===== config.mk =====
export PLATFORM = sky130hd
export DESIGN_NAME = seg_score_decoder
export DESIGN_NICKNAME = d
export VERILOG_FILES = /design/src/rtl/seg_score_pkg.sv /design/src/rtl/seg7_to_bin.sv /design/src/rtl/seg_score_decoder.sv
export SDC_FILE = /design/constraint.sdc
export NUM_CORES = 1
export LEC_CHECK = 0
export CELL_PAD_IN_SITES_DETAIL_PLACEMENT = 1
export CELL_PAD_IN_SITES_GLOBAL_PLACEMENT = 2
export CORE_UTILIZATION = 33
export CTS_CLUSTER_SIZE = 40
export DETAILED_ROUTE_END_ITERATION = 12
export GPL_ROUTABILITY_DRIVEN = 0
export PLACE_DENSITY = 0.94
export SLEW_MARGIN = 15
export SYNTH_ARGS = -nofsm -noshare
export SYNTH_HDL_FRONTEND = slang
export SYNTH_SLANG_ARGS = --single-unit

===== constraint.sdc =====
create_clock -name clock -period 6.2 [get_ports clock]
set_input_delay 1.24 -clock clock [delete_from_list [all_inputs] [get_ports clock]]
set_output_delay 1.24 -clock clock [all_outputs]
set_load 0.05 [all_outputs]

===== src/rtl/seg_score_pkg.sv =====
`default_nettype none
//==============================================================================
// seg_score_pkg: shared FSM states, segment codes and winner encodings
// Rev 1.0
//==============================================================================
package seg_score_pkg;

  typedef enum logic [1:0] {
    ST_PLAY  = 2'd0,
    ST_WIN_L = 2'd1,
    ST_WIN_R = 2'd2,
    ST_TIE   = 2'd3
  } state_e;

  // Active-low seven-segment codes, bit order g..a
  localparam logic [6:0] c_seg_0 = 7'b1111111;
  localparam logic [6:0] c_seg_1 = 7'b1111001;
  localparam logic [6:0] c_seg_2 = 7'b0100100;
  localparam logic [6:0] c_seg_3 = 7'b0110000;
  localparam logic [6:0] c_seg_4 = 7'b0011001;
  localparam logic [6:0] c_seg_5 = 7'b0010010;
  localparam logic [6:0] c_seg_6 = 7'b0000010;
  localparam logic [6:0] c_seg_7 = 7'b1111000;

  localparam logic [1:0] c_winner_none  = 2'b00;
  localparam logic [1:0] c_winner_left  = 2'b01;
  localparam logic [1:0] c_winner_right = 2'b10;
  localparam logic [1:0] c_winner_tie   = 2'b11;

  typedef struct packed {
    logic [2:0] value;
    logic       inc;
    logic       bad_code;
    logic       bad_jump;
  } side_t;

  // Next value and events for one side, given its decoded {legal, value} and the previous value
  function automatic side_t side_next(input logic [3:0] dec, input logic [2:0] prev);
    side_t s;
    s.value    = prev;
    s.inc      = 1'b0;
    s.bad_code = 1'b0;
    s.bad_jump = 1'b0;
    if (!dec[3]) begin
      s.bad_code = 1'b1;
    end else begin
      s.value = dec[2:0];
      if (dec[2:0] != prev) begin
        if ({1'b0, dec[2:0]} == ({1'b0, prev} + 4'd1)) begin
          s.inc = 1'b1;
        end else if (dec[2:0] != 3'd0) begin
          s.bad_jump = 1'b1;
        end
      end
    end
    return s;
  endfunction

endpackage
`default_nettype wire


===== src/rtl/seg7_to_bin.sv =====
`default_nettype none
//==============================================================================
// seg7_to_bin: combinational seven-segment to binary decoder, out = {legal, value}
// Rev 1.0
//==============================================================================
module seg7_to_bin
  import seg_score_pkg::*;
(
  input  logic [6:0] code,
  output logic [3:0] dec
);

  always_comb begin
    dec = 4'b0000;
    case (code)
      c_seg_0: dec = {1'b1, 3'd0};
      c_seg_1: dec = {1'b1, 3'd1};
      c_seg_2: dec = {1'b1, 3'd2};
      c_seg_3: dec = {1'b1, 3'd3};
      c_seg_4: dec = {1'b1, 3'd4};
      c_seg_5: dec = {1'b1, 3'd5};
      c_seg_6: dec = {1'b1, 3'd6};
      c_seg_7: dec = {1'b1, 3'd7};
      default: dec = 4'b0000;
    endcase
  end

endmodule
`default_nettype wire


===== src/rtl/seg_score_decoder.sv =====
`default_nettype none
//==============================================================================
// seg_score_decoder: two-player seven-segment score tracker with win FSM;
// define SEG_SCORE_ERR_EN to enable the sticky err output.  Rev 1.0
//==============================================================================
module seg_score_decoder
  import seg_score_pkg::*;
#(
  parameter int WIN_SCORE = 7
) (
  input  logic       clock,
  input  logic       reset,
  input  logic [6:0] score_l,
  input  logic [6:0] score_r,
  output logic [2:0] value_l,
  output logic [2:0] value_r,
  output logic       inc_l,
  output logic       inc_r,
  output logic [1:0] winner,
  output logic       game_over,
  output logic       err
);

  localparam logic [2:0] c_win = 3'(WIN_SCORE);

  logic [6:0] score_l_q, score_l_d;
  logic [6:0] score_r_q, score_r_d;
  logic [2:0] value_l_q, value_l_d;
  logic [2:0] value_r_q, value_r_d;
  logic       inc_l_q, inc_l_d;
  logic       inc_r_q, inc_r_d;
  logic [1:0] winner_q, winner_d;
  logic       game_over_q, game_over_d;
  state_e     state_q, state_d;

  logic [3:0] dec_l, dec_r;
  side_t      side_l, side_r;
  logic       win_l, win_r;

  seg7_to_bin u_dec_l (
    .code (score_l_q),
    .dec  (dec_l)
  );

  seg7_to_bin u_dec_r (
    .code (score_r_q),
    .dec  (dec_r)
  );

  // The registered value doubles as the "previous" value for jump checking
  always_comb begin
    score_l_d = score_l;
    score_r_d = score_r;
    side_l    = side_next(dec_l, value_l_q);
    side_r    = side_next(dec_r, value_r_q);
    value_l_d = side_l.value;
    value_r_d = side_r.value;
    inc_l_d   = side_l.inc;
    inc_r_d   = side_r.inc;
    win_l     = (value_l_d == c_win);
    win_r     = (value_r_d == c_win);
  end

  // FSM looks at the next values so winner moves on the same clock as the score
  always_comb begin
    state_d = state_q;
    case (state_q)
      ST_PLAY: begin
        if (win_l && win_r) begin
          state_d = ST_TIE;
        end else if (win_l) begin
          state_d = ST_WIN_L;
        end else if (win_r) begin
          state_d = ST_WIN_R;
        end
      end
      default: begin
        if ((value_l_d == 3'd0) && (value_r_d == 3'd0)) begin
          state_d = ST_PLAY;
        end
      end
    endcase
  end

  always_comb begin
    winner_d    = c_winner_none;
    game_over_d = 1'b0;
    case (state_d)
      ST_WIN_L: begin
        winner_d    = c_winner_left;
        game_over_d = 1'b1;
      end
      ST_WIN_R: begin
        winner_d    = c_winner_right;
        game_over_d = 1'b1;
      end
      ST_TIE: begin
        winner_d    = c_winner_tie;
        game_over_d = 1'b1;
      end
      default: begin
        winner_d    = c_winner_none;
        game_over_d = 1'b0;
      end
    endcase
  end

  always_ff @(posedge clock) begin
    if (!reset) begin
      score_l_q   <= c_seg_0;
      score_r_q   <= c_seg_0;
      value_l_q   <= 3'd0;
      value_r_q   <= 3'd0;
      inc_l_q     <= 1'b0;
      inc_r_q     <= 1'b0;
      winner_q    <= c_winner_none;
      game_over_q <= 1'b0;
      state_q     <= ST_PLAY;
    end else begin
      score_l_q   <= score_l_d;
      score_r_q   <= score_r_d;
      value_l_q   <= value_l_d;
      value_r_q   <= value_r_d;
      inc_l_q     <= inc_l_d;
      inc_r_q     <= inc_r_d;
      winner_q    <= winner_d;
      game_over_q <= game_over_d;
      state_q     <= state_d;
    end
  end

  assign value_l   = value_l_q;
  assign value_r   = value_r_q;
  assign inc_l     = inc_l_q;
  assign inc_r     = inc_r_q;
  assign winner    = winner_q;
  assign game_over = game_over_q;

`ifdef SEG_SCORE_ERR_EN
  logic err_q, err_d;

  always_comb begin
    err_d = err_q | side_l.bad_code | side_l.bad_jump | side_r.bad_code | side_r.bad_jump;
  end

  always_ff @(posedge clock) begin
    if (!reset) begin
      err_q <= 1'b0;
    end else begin
      err_q <= err_d;
    end
  end

  assign err = err_q;
`else
  logic unused_fault;
  assign unused_fault = side_l.bad_code | side_l.bad_jump | side_r.bad_code | side_r.bad_jump;
  assign err          = 1'b0;
`endif

endmodule
`default_nettype wire


==> flow_summary.yaml, run 1 <==
status:
  status: "finished, final reports clean"
route:
  drt_iter0_markers: 49
  antenna_left: 0
  drc_errors: 0
  vias_per_cell: 5.615
  vias: 1342
  drt-total-wl_mm: 3.490
  drt_first_pass_iters: 4
  wire_per_inst_um: 14.60
sta:
  final_max_slew_viol_count: 0
  setup_violations: 0
  setup_ws_ps: 3361
  relSlewSlack_pct: 51.00
  whs_ps: 526.3
  fmax_mhz: 352.2
  worst_slew_pin_slew_ps: 732.7
  setup_tns_ps: 0
  fin_crit_sh_pct: 45.79
  layout_min_cycle_time_ps: 2839
  skew_ps: 5.288
  final-hold-violation-count: 0
  rsz0062_at_grt: "no"
finish:
  antenna_cells: 0
  mostFrequentLayoutCells: "dfxtp_1 (26), clkdlybuf4s50_1 (26), nand2b_1 (14)"
  fin_nets: 208
  area_growth_pct: 23.19
  drive_above_1_share_pct: 10.05
  fill_cells: 499
  final_area_mm2: 0.001788
die:
  fp-row-count: 23
  start_util_pct: 35.27
  fp.dieArea_mm2: 0.004668
  fp.dieH_um: 68.32
  design.core.area_mm2: 0.004115
  io_pins: 28
  die-width_um: 68.32
yosys:
  ys_types: 54
  ys_async_sr_fraction_pct: 0
  synth-seq-cells: 26
  syn_area_mm2: 0.001451
  synth_edf_count: 0
  ys_seq_area_share_pct: 35.86
  synthesis.nets: 185
  synth_ff_type: "dfxtp_1"
  syn_inst: 167
  syn_area_per_cell_um2: 8.691
  yosys_warnings: 0
global_route:
  overflow: 0
  grt_max_degree: 24
  grt_pass1_vias: 1306
  gr-usage-all-layers_pct: 16.79
  antenna_found_initial: 0
  grt_pass1_wl_mm: 5.858
power_and_ir_drop:
  p_per_area_mw_per_mm2: 182.4
  p_leak_uw: 0.0006496
  p_switching_uw: 76.73
  p_seq_share_pct: 55.7
  power_uw: 326.2
  internal-power_uw: 249.4
  vdd_drop_max_mv: 0.1220
  swShare_pct: 23.53
  clockPowerShare_pct: 32.8
  p_comb_share_pct: 11.5
worst_setup_path:
  path_class: "in -> reg"
  cp_max_fo: 23
  worstPathRequired_ps: 6390
  path_depth: 5
  r2r_start: "score_r_q[1]$_SDFF_PN1_"
  cp.arrival_ps: 3030
  cp-end-kind: "flip-flop"
  critical_path.max_stage_delay_ps: 950
  r2r_slack_ps: 3870
  critPathSlowestCell: "clkdlybuf4s50_1"
  cp_top_family: "buffers and inverters"
  r2r_end: "winner[0]$_SDFF_PN0_"
  path_cells: "clkdlybuf4s50_1 > inv_1 > o32ai_1 > nand4_1 > o21ai_0"
  crit_buf_inv: 2
  rr_worst_depth: 6
  critPathCapture: "winner[0]$_SDFF_PN0_"
  startpoint: "reset"
  critPathLaunchType: "primary input"
run:
  cap_violations: 0
worst_hold_path:
  min_path_cells: 2
  hp-class: "reg -> reg"
place:
  placed_cell_area_mm2: 0.001733
  portBuffers: 26
  dpl.hpwl_mm: 2.778
  pre_cts_ws_ps: 3157
clocking:
  cts_resized: 0
  clk_latency_ps: 270
  numCtsBuffers: 3
  cts-htree-levels: 1
  cts_setup_buffers: 0
  cts.sinks: 26
  cts_root_buffer: "clkbuf_8"
  clkSlewWorstSetupHoldPaths_ps: 90
  cts_max_path_buffers: 2
  holdBufCountCts: 0
  cts_tree: "yes"
==> worst min path at each step <==
stage	from	to	slack, ps
after global routing	state_q[1]$_SDFF_PN0_	winner[1]$_SDFF_PN0_	550
after global placement	state_q[1]$_SDFF_PN0_	state_q[1]$_SDFF_PN0_	490
after floorplan	winner[0]$_SDFF_PN0_	winner[0]$_SDFF_PN0_	460
final	state_q[1]$_SDFF_PN0_	winner[1]$_SDFF_PN0_	530
after CTS	state_q[1]$_SDFF_PN0_	winner[1]$_SDFF_PN0_	530
after detailed placement	state_q[1]$_SDFF_PN0_	winner[1]$_SDFF_PN0_	510
==> power groups by stage <==
| stage | Clock [uW] | Sequential, uW | Combinational (uW) |
|---|---|---|---|
| after floorplan | 0 | 182 | 25.6 |
| after global placement | 0 | 185 | 35.9 |
| after detailed placement | 0 | 186 | 37.9 |
| after CTS | 108 | 182 | 38.2 |
| after global routing | 117 | 183 | 41.4 |
| final | 107 | 182 | 37.6 |
==> state kept, by name, summed over array words and instances (netlist names), 2 cells and up <==
signal	count
score_l_q	7
score_r_q	7
value_l	3
value_r	3
winner	2
==> Yosys cell counts (2+ instances only) <==
cell      number  area (um2)
dfxtp_1       26       520.5
or4b_4         2       27.53
clkbuf_1       3       11.26
nand4_1        8       50.05
o32ai_1        2       17.52
nor2_1         6       22.52
a21oi_1        4       20.02
o211ai_1       2       15.01
a31oi_1        2       12.51
buf_2          3       15.01
nor3_1         7       35.03
nand3_1        7       35.03
o21bai_1       2       15.01
and3b_1        3       26.28
inv_1          8       30.03
xnor2_1        4       35.03
nor2b_1        2       12.51
nor4_1         3       18.77
nor4b_1        3       26.28
ha_1           2       25.02
and2_1         4       25.02
nand2_1        7       26.28
nor3b_1        3       22.52
nand2b_1      14       87.58
or2_2          2       12.51
o21ai_0        6       30.03
o31ai_1        4       30.03
buf_4          2       15.01
==> per-layer routing <==
layer	part of all wire [%]	wire length (um)	global-route usage, %	vias to the layer above
met4	1.0	36	3.906	0
met1	42	1468	18.47	645
li1	-	-	-	659
met2	52	1825	31.50	32
met3	4.6	160	4.500	6
met5	0	0	0	-
==> cell families (layout without fill, tap and decap cells) <==
family / after synthesis / after routing / share of synthesized area, %
fa+ha+maj: 2 / 2 / 1.724
simple gates: 84 / 84 / 37.93
buf+inv: 16 / 38 / 4.913
flops: 26 / 26 / 35.86
mux: 1 / 1 / 0.6897
compound gates: 33 / 33 / 16.21
other cells: 1 / 1 / 0.2584
xor+xnor: 4 / 4 / 2.414
==> through the flow <==
stage	instances	util (%)
after floorplan	167	-
after detailed placement	235	42.11
final	239	43.45
after global routing	239	43.45
after CTS	239	43.45
after global placement	235	42.11
==> area by class of cell <==
type                    count  area [um2]  area share [%]
clock buffers               4       55.05           3.079
well taps                  50       62.56           3.499
multi-input cells         125       859.6           48.08
repair buffers             26       260.3           14.56
flip-flops and latches     26       520.5           29.11
inverters                   8       30.03           1.680
==> worst register-to-register path, delay by kind of cell (launching register included) <==
kind,cells,cell delay [ps]
compound gates,1,170
flops,1,420
simple gates,5,1620
Power figures use the tool's default switching activity.
==> run 2: changes to the inputs <==
--- a/config.mk
+++ b/config.mk
@@ -7,11 +7,11 @@
 export LEC_CHECK = 0
 export CELL_PAD_IN_SITES_DETAIL_PLACEMENT = 1
 export CELL_PAD_IN_SITES_GLOBAL_PLACEMENT = 2
-export CORE_UTILIZATION = 33
+export CORE_UTILIZATION = 30
 export CTS_CLUSTER_SIZE = 40
 export DETAILED_ROUTE_END_ITERATION = 12
 export GPL_ROUTABILITY_DRIVEN = 0
-export PLACE_DENSITY = 0.94
+export PLACE_DENSITY = 0.88
 export SLEW_MARGIN = 15
 export SYNTH_ARGS = -nofsm -noshare
 export SYNTH_HDL_FRONTEND = slang
==> constraint.sdc (replaced) <==
create_clock -name clock -period 2.7 [get_ports clock]
set_input_delay 0.54 -clock clock [delete_from_list [all_inputs] [get_ports clock]]
set_output_delay 0.54 -clock clock [all_outputs]
set_load 0.05 [all_outputs]
==> run 2 against run 1 <==
Net effect:
- the flow now finishes with violations (DRC)
- worst setup slack worse by 3000 ps
- sequential share of layout area rose by 0.061 points
- final cell count grew 0.84%
- hold slack got worse by 8.6 ps
- wire length decreased by 2.4%
- non-clock buffer count up 1
- global-route usage is 2.7 points lower
- largest power group unchanged
==> flow_summary.yaml, run 2 (same netlist as run 1, synthesis figures left out) <==
status:
  status: "finished, violations left"
  violations: "DRC"
route:
  antenna_left: 0
  drc_errors: 1
  wire_per_inst_um: 14.14
  vias_per_cell: 5.461
  vias: 1316
  drt_iter0_markers: 45
  drt-total-wl_mm: 3.407
  drt_first_pass_iters: 8
global_route:
  antenna_found_initial: 0
  grt_pass1_vias: 1296
  grt_max_degree: 15
  grt_pass1_wl_mm: 5.782
  overflow: 0
  gr-usage-all-layers_pct: 14.12
worst_setup_path:
  r2r_start: "score_l_q[0]$_SDFF_PN1_"
  cp_max_fo: 5
  critPathSlowestCell: "or4b_1"
  r2r_slack_ps: 400
  path_cells: "or3_2 > nor4b_1 > a41oi_1 > or4b_1 > a211oi_2"
  path_class: "reg -> reg"
  cp_top_family: "simple AND/OR/NAND/NOR gates"
  cp.arrival_ps: 2480
  r2r_end: "inc_l$_SDFF_PN0_"
  rr_worst_depth: 5
  path_depth: 5
  critPathLaunchType: "flip-flop"
  crit_buf_inv: 0
  critPathCapture: "inc_l$_SDFF_PN0_"
  startpoint: "score_l_q[0]$_SDFF_PN1_"
  worstPathRequired_ps: 2890
  cp-end-kind: "flip-flop"
  critical_path.max_stage_delay_ps: 560
finish:
  drive_above_1_share_pct: 10.05
  fill_cells: 516
  antenna_cells: 0
  multi_input_area_um2: 859.6
  area_growth_pct: 22.93
  mostFrequentLayoutCells: "dfxtp_1 (26), clkdlybuf4s50_1 (26), nand2b_1 (14)"
  reg.largest.list: "score_l_q x7, score_r_q x7"
  area.sequential_um2: 520.5
  fin_nets: 209
clocking:
  clk_latency_ps: 260
  cts-htree-levels: 1
  cts_setup_buffers: 0
  holdBufCountCts: 0
  cts_tree: "yes"
  cts_max_path_buffers: 2
  numCtsBuffers: 3
  cts.sinks: 26
  clkSlewWorstSetupHoldPaths_ps: 90
  cts_root_buffer: "clkbuf_8"
  cts_resized: 0
sta:
  fin_crit_sh_pct: 85.11
  setup_tns_ps: 0
  final_max_slew_viol_count: 0
  setup_ws_ps: 401.9
  layout_min_cycle_time_ps: 2298
  relSlewSlack_pct: 54.46
  final-hold-violation-count: 0
  skew_ps: 2.716
  setup_violations: 0
  worst_slew_pin_slew_ps: 675.9
  rsz0062_at_grt: "no"
  fmax_mhz: 435.1
worst_hold_path:
  hp-class: "reg -> reg"
place:
  dpl.hpwl_mm: 2.751
  pre_cts_ws_ps: 412.9
  portBuffers: 26
die:
  die-width_um: 71.56
  fp-row-count: 24
  io_pins: 28
  fp.dieArea_mm2: 0.005120
  design.core.area_mm2: 0.004504
  start_util_pct: 32.22
  fp.dieH_um: 71.56
run:
  cap_violations: 0
power_and_ir_drop:
  p_leak_uw: 0.0006472
  vdd_drop_max_mv: 0.1787
  p_per_area_mw_per_mm2: 404.6
run 2: cell types whose count changed in the layout (fill, tap and decap cells not counted):
cell / before / now
clkbuf_8: 4 / 3
buf_4: 0 / 1
run 2: layout make-up:
cell class	count	share of cell area [%]
Multi-Input combinational cell	125	48.18
Sequential cell	26	29.17
Timing Repair Buffer	27	15.01
Tap cell	52	3.647
Clock buffer	3	2.314
Inverter	8	1.683
run 2: how the worst min path moves through the flow:
stage	startpoint	depth (start not counted)	endpoint	slack (ps)
2_1_floorplan	winner[0]$_SDFF_PN0_	2	winner[0]$_SDFF_PN0_	460
3_3_place_gp	winner[0]$_SDFF_PN0_	2	winner[0]$_SDFF_PN0_	490
3_5_place_dp	state_q[1]$_SDFF_PN0_	2	state_q[1]$_SDFF_PN0_	500
4_1_cts	state_q[1]$_SDFF_PN0_	2	winner[1]$_SDFF_PN0_	520
5_1_grt	state_q[1]$_SDFF_PN0_	2	winner[1]$_SDFF_PN0_	550
6_report	state_q[1]$_SDFF_PN0_	2	winner[1]$_SDFF_PN0_	520
run 2: worst reg2reg max path, stage by stage, from the launching register on:
cell,delay [ps]
dfxtp_1,370
or3_2,530
nor4b_1,390
a41oi_1,180
or4b_1,560
a211oi_2,200
run 2: power by group:
group | switching [uW] | internal, uW
clock network | 117 | 99.8
logic | 39.2 | 47.8
registers | 22.3 | 396
total | 179 | 543
run 2: per-layer routing:
layer  track usage, %  share of wire, %
met5                0                 0
met4            3.922               1.1
met3            2.672               4.2
met2            24.87                47
met1            17.67                48
run 2: through the flow:
| step | power [uW] | instances | hold slack (ps) | util [%] | area (um2) |
|---|---|---|---|---|---|
| after floorplan | 477.4 | 167 | 462.3 | - | 1451 |
| after global placement | 508.9 | 238 | 489.9 | 38.69 | 1743 |
| after detailed placement | 514.5 | 238 | 496.2 | 38.69 | 1743 |
| after CTS | 726.6 | 241 | 519.2 | 39.61 | 1784 |
| after global routing | 748.7 | 241 | 549.6 | 39.61 | 1784 |
| final | 721.8 | 241 | 517.7 | 39.61 | 1784 |
